`src/rtl/io_uart_tx_pkg.sv`:
```
// Shared definitions for the memory-mapped UART transmitter: bus strobe levels, register
// offsets, STATUS/CTRL bit positions and TX FSM state encodings.
package io_uart_tx_pkg;

    localparam logic        RamEnable = 1'b1;
    localparam logic        RamWrite  = 1'b1;
    localparam logic [31:0] Zero      = 32'h0000_0000;

    typedef enum logic [1:0] {
        RegTxData  = 2'd0,
        RegStatus  = 2'd1,
        RegBaudDiv = 2'd2,
        RegCtrl    = 2'd3
    } reg_addr_e;

    typedef enum logic [1:0] {
        StIdle  = 2'd0,
        StStart = 2'd1,
        StData  = 2'd2,
        StStop  = 2'd3
    } tx_state_e;

    localparam int unsigned StatFullBit  = 0;
    localparam int unsigned StatEmptyBit = 1;
    localparam int unsigned StatBusyBit  = 2;
    localparam int unsigned StatOvfBit   = 3;
    localparam int unsigned StatCountLsb = 8;

    localparam int unsigned CtrlTxEnBit   = 0;
    localparam int unsigned CtrlFifoClrBit = 1;
    localparam int unsigned CtrlIrqEnBit  = 2;
    localparam int unsigned CtrlOvfClrBit = 3;

    // A divisor of 0 would never produce a bit tick, so it is stored as 1.
    function automatic logic [15:0] sanitize_div(input logic [15:0] div);
        return (div == 16'd0) ? 16'd1 : div;
    endfunction

endpackage

```
`src/rtl/uart_tx_fifo.sv`:
```
// Synchronous show-ahead FIFO; pointers carry an extra wrap bit so full and empty are
// distinguished by the pointer difference.
module uart_tx_fifo #(
    parameter int unsigned DEPTH = 8,
    parameter int unsigned WIDTH = 8
) (
    input  logic                     clk_i,
    input  logic                     rst_ni,
    input  logic                     push_i,
    input  logic                     pop_i,
    input  logic                     clr_i,
    input  logic [WIDTH-1:0]         din_i,
    output logic                     full_o,
    output logic                     empty_o,
    output logic [$clog2(DEPTH):0]   count_o,
    output logic [WIDTH-1:0]         dout_o
);

    localparam int unsigned AW = $clog2(DEPTH);

    logic [WIDTH-1:0] mem_q [DEPTH];
    logic [AW:0]      wptr_q, wptr_d;
    logic [AW:0]      rptr_q, rptr_d;
    logic             do_push, do_pop;

    assign count_o = wptr_q - rptr_q;
    assign full_o  = (count_o == (AW + 1)'(DEPTH));
    assign empty_o = (wptr_q == rptr_q);
    assign dout_o  = mem_q[rptr_q[AW-1:0]];

    // Clear wins over any same-cycle push or pop.
    assign do_push = push_i & ~full_o & ~clr_i;
    assign do_pop  = pop_i & ~empty_o & ~clr_i;

    always_comb begin
        wptr_d = wptr_q;
        rptr_d = rptr_q;
        if (clr_i) begin
            wptr_d = '0;
            rptr_d = '0;
        end else begin
            if (do_push) wptr_d = wptr_q + 1'b1;
            if (do_pop)  rptr_d = rptr_q + 1'b1;
        end
    end

    always_ff @(posedge clk_i or negedge rst_ni) begin
        if (!rst_ni) begin
            wptr_q <= '0;
            rptr_q <= '0;
        end else begin
            wptr_q <= wptr_d;
            rptr_q <= rptr_d;
        end
    end

    always_ff @(posedge clk_i) begin
        if (do_push) mem_q[wptr_q[AW-1:0]] <= din_i;
    end

endmodule

```
`src/rtl/io_uart_tx.sv`:
```
// Memory-mapped 8N1 UART transmitter: register file, address decode, TX FIFO and the
// bit-serialising FSM with its programmable baud counter.
module io_uart_tx
    import io_uart_tx_pkg::*;
#(
    parameter int unsigned FIFO_DEPTH  = 8,
    parameter logic [15:0] DEFAULT_DIV = 16'd868
) (
    input  logic        clk,
    input  logic        rst,
    input  logic        ioCe,
    input  logic        ioWe,
    input  logic [31:0] ioAddr,
    input  logic [31:0] ioWtData,
    output logic [31:0] ioRdData,
    output logic        txd,
    output logic        txIrq
);

    localparam int unsigned CntW = $clog2(FIFO_DEPTH) + 1;

    reg_addr_e        reg_sel;
    logic             wr_en, ctrl_wr, fifo_push, fifo_clr, ovf_clr;
    logic             fifo_full, fifo_empty, fifo_pop, can_pop;
    logic [CntW-1:0]  fifo_count;
    logic [7:0]       fifo_dout;

    logic [15:0]      baud_div_q, baud_div_d;
    logic             tx_en_q, tx_en_d, irq_en_q, irq_en_d, ovf_q, ovf_d;

    tx_state_e        state_q, state_d;
    logic [15:0]      baud_cnt_q, baud_cnt_d, bit_lim_q, bit_lim_d;
    logic [2:0]       bit_idx_q, bit_idx_d;
    logic [7:0]       shift_q, shift_d;
    logic             txd_q, txd_d;
    logic             bit_tick, tx_busy;

    logic             unused_io;
    assign unused_io = ^{ioAddr[31:4], ioAddr[1:0], ioWtData[31:16]};

    assign reg_sel   = reg_addr_e'(ioAddr[3:2]);
    assign wr_en     = (ioCe == RamEnable) && (ioWe == RamWrite);
    assign ctrl_wr   = wr_en && (reg_sel == RegCtrl);
    assign fifo_push = wr_en && (reg_sel == RegTxData);
    assign fifo_clr  = ctrl_wr && ioWtData[CtrlFifoClrBit];
    assign ovf_clr   = ctrl_wr && ioWtData[CtrlOvfClrBit];

    uart_tx_fifo #(
        .DEPTH (FIFO_DEPTH),
        .WIDTH (8)
    ) u_fifo (
        .clk_i   (clk),
        .rst_ni  (rst),
        .push_i  (fifo_push),
        .pop_i   (fifo_pop),
        .clr_i   (fifo_clr),
        .din_i   (ioWtData[7:0]),
        .full_o  (fifo_full),
        .empty_o (fifo_empty),
        .count_o (fifo_count),
        .dout_o  (fifo_dout)
    );

    always_comb begin
        baud_div_d = baud_div_q;
        tx_en_d    = tx_en_q;
        irq_en_d   = irq_en_q;
        ovf_d      = ovf_q | (fifo_push & fifo_full);
        if (ovf_clr) ovf_d = 1'b0;
        if (wr_en && reg_sel == RegBaudDiv) baud_div_d = sanitize_div(ioWtData[15:0]);
        if (ctrl_wr) begin
            tx_en_d  = ioWtData[CtrlTxEnBit];
            irq_en_d = ioWtData[CtrlIrqEnBit];
        end
    end

    always_ff @(posedge clk or negedge rst) begin
        if (!rst) begin
            baud_div_q <= DEFAULT_DIV;
            tx_en_q    <= 1'b0;
            irq_en_q   <= 1'b0;
            ovf_q      <= 1'b0;
        end else begin
            baud_div_q <= baud_div_d;
            tx_en_q    <= tx_en_d;
            irq_en_q   <= irq_en_d;
            ovf_q      <= ovf_d;
        end
    end

    // A byte being cleared this cycle must not be launched.
    assign can_pop  = tx_en_q && !fifo_empty && !fifo_clr;
    assign bit_tick = (state_q != StIdle) && (baud_cnt_q == bit_lim_q - 16'd1);

    always_ff @(posedge clk or negedge rst) begin
        if (!rst) state_q <= StIdle;
        else      state_q <= state_d;
    end

    always_comb begin
        state_d = state_q;
        unique case (state_q)
            StIdle:  if (can_pop) state_d = StStart;
            StStart: if (bit_tick) state_d = StData;
            StData:  if (bit_tick && bit_idx_q == 3'd7) state_d = StStop;
            StStop:  if (bit_tick) state_d = can_pop ? StStart : StIdle;
            default: state_d = StIdle;
        endcase
    end

    always_comb begin
        fifo_pop = can_pop && ((state_q == StIdle) || (state_q == StStop && bit_tick));
        tx_busy  = (state_q != StIdle);
    end

    always_comb begin
        shift_d    = shift_q;
        bit_idx_d  = bit_idx_q;
        txd_d      = txd_q;
        bit_lim_d  = bit_lim_q;
        baud_cnt_d = (state_q == StIdle || bit_tick) ? 16'd0 : baud_cnt_q + 16'd1;
        if (fifo_pop) begin
            shift_d   = fifo_dout;
            bit_idx_d = 3'd0;
            txd_d     = 1'b0;
            bit_lim_d = baud_div_q;
        end else if (bit_tick) begin
            // New divisor is picked up only at a bit boundary.
            bit_lim_d = baud_div_q;
            case (state_q)
                StStart: begin
                    txd_d     = shift_q[0];
                    shift_d   = shift_q >> 1;
                    bit_idx_d = 3'd0;
                end
                StData: begin
                    if (bit_idx_q == 3'd7) begin
                        txd_d = 1'b1;
                    end else begin
                        txd_d     = shift_q[0];
                        shift_d   = shift_q >> 1;
                        bit_idx_d = bit_idx_q + 3'd1;
                    end
                end
                default: txd_d = 1'b1;
            endcase
        end
    end

    always_ff @(posedge clk or negedge rst) begin
        if (!rst) begin
            shift_q    <= 8'h00;
            bit_idx_q  <= 3'd0;
            txd_q      <= 1'b1;
            baud_cnt_q <= 16'd0;
            bit_lim_q  <= DEFAULT_DIV;
        end else begin
            shift_q    <= shift_d;
            bit_idx_q  <= bit_idx_d;
            txd_q      <= txd_d;
            baud_cnt_q <= baud_cnt_d;
            bit_lim_q  <= bit_lim_d;
        end
    end

    assign txd   = txd_q;
    assign txIrq = irq_en_q & fifo_empty & ~tx_busy;

    always_comb begin
        ioRdData = Zero;
        if (ioCe == RamEnable) begin
            case (reg_sel)
                RegStatus: begin
                    ioRdData[StatFullBit]            = fifo_full;
                    ioRdData[StatEmptyBit]           = fifo_empty;
                    ioRdData[StatBusyBit]            = tx_busy;
                    ioRdData[StatOvfBit]             = ovf_q;
                    ioRdData[StatCountLsb +: 4]      = 4'(fifo_count);
                end
                RegBaudDiv: ioRdData[15:0] = baud_div_q;
                RegCtrl: begin
                    ioRdData[CtrlTxEnBit]  = tx_en_q;
                    ioRdData[CtrlIrqEnBit] = irq_en_q;
                end
                default: ioRdData = Zero;
            endcase
        end
    end

endmodule

```
`config.mk`:
```
export PLATFORM = sky130hd
export DESIGN_NAME = io_uart_tx
export DESIGN_NICKNAME = d
export VERILOG_FILES = /design/src/rtl/io_uart_tx_pkg.sv /design/src/rtl/uart_tx_fifo.sv /design/src/rtl/io_uart_tx.sv
export SDC_FILE = /design/constraint.sdc
export NUM_CORES = 1
export LEC_CHECK = 0
export CORE_MARGIN = 1.5
export CORE_UTILIZATION = 55
export DETAILED_ROUTE_END_ITERATION = 6
export PLACE_DENSITY = 0.86
export SKIP_CTS_REPAIR_TIMING = 1
export SKIP_LAST_GASP = 1
export SYNTH_ARGS = -nofsm -noshare
export SYNTH_HDL_FRONTEND = slang
export SYNTH_SLANG_ARGS = --single-unit
export TNS_END_PERCENT = 100
```
`constraint.sdc`:
```
create_clock -name clk -period 4 [get_ports clk]
set_input_delay 0.8 -clock clk [delete_from_list [all_inputs] [get_ports clk]]
set_output_delay 0.8 -clock clk [all_outputs]
set_load 0.05 [all_outputs]
```
==> reports/qor.yml, run 1 <==
status: "complete, but fails checks"
violations: "DRC"
cap_violations: 0
overflow: 0
layout.cells.non_filler: 781
wl_mm: 15.68
grt_pass1_wl_mm: 25.41
globalplace.congestion: 0.8556
area_delta_synth_final_pct: 16.70
slew_headroom_pct: 39.03
synth_seq_cells: 137
multi_input_area_sq_mm: 0.002835
grt_max_degree: 74
htree_levels: 4
power.leakage_nw: 3.279
dieArea_sq_mm: 0.01313
setup_tns_ns: 0
ys.flop_type: "edfxtp_1"
fin_skew_ns: 0.01293
cp_max_fo: 10
start_kind: "flip-flop"
avgSynthCellArea_sq_um: 12.54
via_per_inst: 6.010
rows: 40
crit_arrival_ns: 2.84
synthCells: 546
worst_ep_required_time_ns: 3.20
synth_seq_area_share_pct: 54.94
clk_latency_ns: 0.42
grt_pass1_vias: 4815
diodes: 0
syn_area_sq_mm: 0.006848
power_density_mw_per_mm2: 463.3
dr.pass1.iters: 7
path_class: "reg -> out"
period_share_pct: 91.06
dp.cells: 749
port_buffers: 39
yosys_warnings: 0
io_pins: 102
fillers: 798
worst_slew_pin_slew_ns: 0.9146
die_w_um: 114.6
hpwl_mm: 10.20
synth_cell_type_count: 59
rsz0062_at_grt: "no"
numCtsBuffers: 17
cts_root_buf: "clkbuf_16"
start_util_pct: 56.77
dieHeight_um: 114.6
slew_viol_final: 0
worst_hold_path_type: "reg -> reg"
detail_route.wl_per_cell_um: 20.07
drive_gt1_share_pct: 22.02
antenna_found_initial: 0
cp-end-kind: "primary output"
setup_viol: 0
vias: 4694
clk_pin_slew_ns: 0.06
core_area_sq_mm: 0.01206
hold_violations: 0
irDropWorstVdd_uv: 493.6
grtUsageTotal_pct: 26.14
seqCellArea_sq_mm: 0.003762
ctsLongestPathBuffers: 2
route.detailed.drc: 6
synth_edf_count: 64
antenna_left: 0
cts.sinks: 137
cts_tree: "done"
fin_nets: 687
async_flop_share_pct: 53.28
fmax_mhz: 274.5
period_needed_ns: 3.642
drtIter0Drc: 365
## power breakdown
part           switching [mW]  internal, mW  total [mW]
Combinational           0.268         0.162       0.431
Sequential             0.0826          1.56        1.64
Clock                   0.634         0.997        1.63
Total                   0.985          2.72        3.70
## per-layer routing
| layer | share of wire [%] | track usage [%] | up-vias |
|---|---|---|---|
| met1 | 41 | 34.28 | 2341 |
| met3 | 6.8 | 4.764 | 37 |
| met4 | 2.3 | 10.67 | 0 |
| met5 | 0 | 0 | - |
| met2 | 50 | 43.27 | 248 |
| li1 | - | - | 2068 |
## final timing paths
kind	to	slack (ns)	startpoint	cells past startpoint
worst min register to register	txd$_DFFE_PN1P_	0.50	txd$_DFFE_PN1P_	2
worst max register to register	bit_lim_q[4]$_DFFE_PN0P_	0.73	bit_lim_q[0]$_DFFE_PN0P_	9
worst max-delay path	ioRdData[0]	0.36	u_fifo.wptr_q[1]$_DFFE_PN0P_	8
max in group asynchronous	shift_q[3]$_DFFE_PN0P_	2.89	rst	1
worst min-delay path	txd$_DFFE_PN1P_	0.50	txd$_DFFE_PN1P_	2
min in group asynchronous	baud_cnt_q[12]$_DFF_PN0_	0.51	rst	1
## cells by family after synthesis
logic type      count (synthesis)  synth area share [%]
mux                            72                 14.31
fa+ha+maj                      19                 3.581
simple gates                  164                 12.11
compound gates                 55                 5.445
flops                         137                 54.94
buf+inv                        59                 4.568
xor+xnor                       39                 4.988
other cells                     1               0.05476
## placed cells by master, fill, tap and decap left out, types with 21 or more instances in the layout
cell             Yosys  routed
buf_4               17      32
nand2_1             35      35
clkdlybuf4s50_1      0      22
edfxtp_1            64      64
inv_1               24      24
mux2i_1             21      21
mux2_2              30      30
nand3_1             25      25
xnor2_1             21      21
dfrtp_1             62      62
nor2_1              47      47
## flip-flops by register name, indices dropped and copies added (netlist names)
name,cells
bit_lim_q,16
tx_en_q,1
baud_div_q,16
baud_cnt_q,16
shift_q,8
bit_idx_q,3
u_fifo.wptr_q,4
irq_en_q,1
txd,1
u_fifo.rptr_q,4
state_q,2
u_fifo.mem_q,64
ovf_q,1
## synth_stat cells, drive strengths merged, types with 5 or more instances
library cell   n  area [sq um]
and3          13         81.33
xnor2         21         183.9
ha            18         225.2
clkbuf        13         48.80
nand3         25         125.1
mux4          16         360.4
inv           24         90.09
nand2         35         131.4
o21ai         13         65.06
dfstp         11         289.0
nor4           7         43.79
nor2          47         176.4
mux2i         21         210.2
edfxtp        64          1922
xor2          18         157.7
mux2          35         409.1
a21oi         14         70.07
nor3          11         71.32
nand2b         5         31.28
dfrtp         62          1551
buf           22         173.9
## cell type report
cell class                      count  share of cell area (%)
Clock buffer                       17                   5.323
Sequential cell                   137                   47.08
Multi-Input combinational cell    365                   35.48
Inverter                           24                   1.127
Clock inverter                     15                   2.349
Timing Repair Buffer               55                   6.012
Tap cell                          168                   2.630
## critical path, stage by stage, from the launching register on
cell and delay, ns:
dfrtp_1 0.58, ha_1 0.32, nor2b_1 0.13, o21ai_0 0.22, a21oi_1 0.14, nor4b_2 0.43
a222oi_1 0.14, nor2_1 0.27, buf_12 0.18
## stage by stage
stage	setup slack, ns	util (%)	hold slack, ns	cell area [sq um]	power, mW
after global routing	0.2135	66.26	0.5376	7991	3.817
after global placement	0.7099	61.12	0.4949	7372	2.044
after CTS	0.1831	66.20	0.4991	7985	3.704
after detailed placement	0.5667	61.12	0.4899	7372	2.070
final	0.3576	66.26	0.4974	7991	3.702
after floorplan	0.1393	-	0.4621	6904	1.918
Note: power is estimated with default switching activity, not from simulation.
==> run 2: changes to the inputs <==
--- a/config.mk
+++ b/config.mk
@@ -5,6 +5,7 @@
 export SDC_FILE = /design/constraint.sdc
 export NUM_CORES = 1
 export LEC_CHECK = 0
+export CORE_ASPECT_RATIO = 0.75
 export CORE_MARGIN = 1.5
 export CORE_UTILIZATION = 55
 export DETAILED_ROUTE_END_ITERATION = 6
==> run 2 against run 1 <==
  * The flow now finishes without violations
  * Critical path depth did not move
  * Core utilization fell by 0.82 points
  * Via count rose by 0.13%
  * Clock skew fell by 0.0040 ns
  * Critical endpoint unchanged
  * Largest cell class unchanged
  * Largest power group unchanged
==> reports/qor.yml, run 2 (same netlist as run 1, synthesis figures left out) <==
core_area_sq_mm: 0.01222
reg2reg_to: "bit_lim_q[7]$_DFFE_PN0P_"
crit_arrival_ns: 2.86
globalplace.congestion: 0.8973
grtUsageTotal_pct: 25.41
fin_nets: 688
route.detailed.drc: 0
worst_slack_ns: 0.3421
finish.instance_area_sq_mm: 0.007995
cp_max_fo: 10
drive_gt1_share_pct: 22.31
slew_headroom_pct: 34.81
fin_skew_ns: 0.008938
dieHeight_um: 99.63
grt_max_degree: 46
layout_commonest_cell: "edfxtp_1"
start_util_pct: 56.05
diodes: 0
grt_pass1_vias: 4729
power_density_mw_per_mm2: 463.2
setup_viol: 0
worst_slew_pin_slew_ns: 0.9778
cts_tree: "done"
layout_common_cells: "edfxtp_1, dfrtp_1, nor2_1"
period_share_pct: 91.45
numCtsBuffers: 17
via_per_inst: 6.026
wl_mm: 15.87
worst_ep_required_time_ns: 3.20
hold_end: "txd$_DFFE_PN1P_"
layout.cells.non_filler: 780
r2r_slack_ns: 0.55
slew_viol_final: 0
dp.cells: 748
irDropWorstVdd_uv: 438.7
antenna_left: 0
ctsLongestPathBuffers: 2
path_class: "reg -> out"
htree_levels: 4
reg2regPathDepth: 9
hpwl_mm: 10.42
rsz0062_at_grt: "no"
clk_pin_slew_ns: 0.06
dpl_cell_area_sq_mm: 0.007375
largest_reg_flops: 64
fillers: 826
dieArea_sq_mm: 0.01314
rows: 35
port_buffers: 39
fmax_mhz: 273.4
reg2reg_from: "bit_lim_q[0]$_DFFE_PN0P_"
hp-start: "txd$_DFFE_PN1P_"
cap_violations: 0
area_delta_synth_final_pct: 16.76
drtIter0Drc: 387
status: "finished clean"
power.leakage_nw: 3.275
pre_cts_slack_ns: 0.6412
overflow: 0
cp-end-kind: "primary output"
io_pins: 102
holdPathStages: 2
worst_hold_path_type: "reg -> reg"
clk_latency_ns: 0.42
setup_tns_ns: 0
cts.sinks: 137
vias: 4700
hold_ws_ns: 0.5044
period_needed_ns: 3.658
die_w_um: 131.8
start_kind: "flip-flop"
grt_pass1_wl_mm: 25.20
detail_route.wl_per_cell_um: 20.35
dr.pass1.iters: 5
cts_root_buf: "clkbuf_16"
hold_violations: 0
antenna_found_initial: 0
## run 2: cell types whose count changed in the layout (fill, tap and decap cells not counted), sizes merged
cell	previous run	this run
inv	32	29
clkinv	4	5
clkinvlp	0	2
buf	33	34
## run 2: worst max-delay path by stage
stage | depth (start not counted) | from | to | slack [ns]
2_1_floorplan | 10 | u_fifo.rptr_q[1]$_DFFE_PN0P_ | ioRdData[0] | 0.14
3_3_place_gp | 10 | ioAddr[2] | shift_q[0]$_DFFE_PN0P_ | 0.65
3_5_place_dp | 6 | ioAddr[2] | ioRdData[2] | 0.64
4_1_cts | 8 | u_fifo.wptr_q[1]$_DFFE_PN0P_ | ioRdData[0] | 0.22
5_1_grt | 8 | u_fifo.wptr_q[1]$_DFFE_PN0P_ | ioRdData[0] | 0.17
6_report | 8 | u_fifo.wptr_q[1]$_DFFE_PN0P_ | ioRdData[0] | 0.34
## run 2: where the power goes
part | switching, mW | total, mW | internal [mW] | leakage (nW)
Sequential | 0.0829 | 1.64 | 1.56 | 1.47
Combinational | 0.275 | 0.437 | 0.162 | 1.51
Clock | 0.632 | 1.62 | 0.993 | 0.297
Total | 0.990 | 3.70 | 2.71 | 3.28
## run 2: critical path, stage by stage, from the launching register on
cell and delay (ns):
dfrtp_1 0.58, ha_1 0.33, nor2b_1 0.14, o21ai_0 0.25, a21oi_1 0.15, nor4b_2 0.41
a222oi_1 0.11, nor2_1 0.29, buf_12 0.18
## run 2: final cells by class
class | instances | area, sq um | share of cell area [%]
Tap cell | 166 | 207.7 | 2.598
Timing Repair Buffer | 56 | 485.5 | 6.072
Sequential cell | 137 | 3762 | 47.06
Clock inverter | 15 | 188.9 | 2.363
Multi-Input combinational cell | 365 | 2835 | 35.46
Clock buffer | 17 | 425.4 | 5.321
Inverter | 24 | 90.09 | 1.127
## run 2: through the flow
step	power [mW]	utilization, %
6_report	3.703	65.44
4_1_cts	3.691	65.39
3_5_place_dp	2.066	60.36
5_1_grt	3.812	65.44
3_3_place_gp	2.041	60.36
2_1_floorplan	1.918	-
## run 2: per-layer routing
metal / global-route usage, % / share of wire, %
met1: 33.88 / 41
met2: 40.69 / 48
met3: 6.626 / 8.2
met4: 9.316 / 2.7
met5: 0 / 0
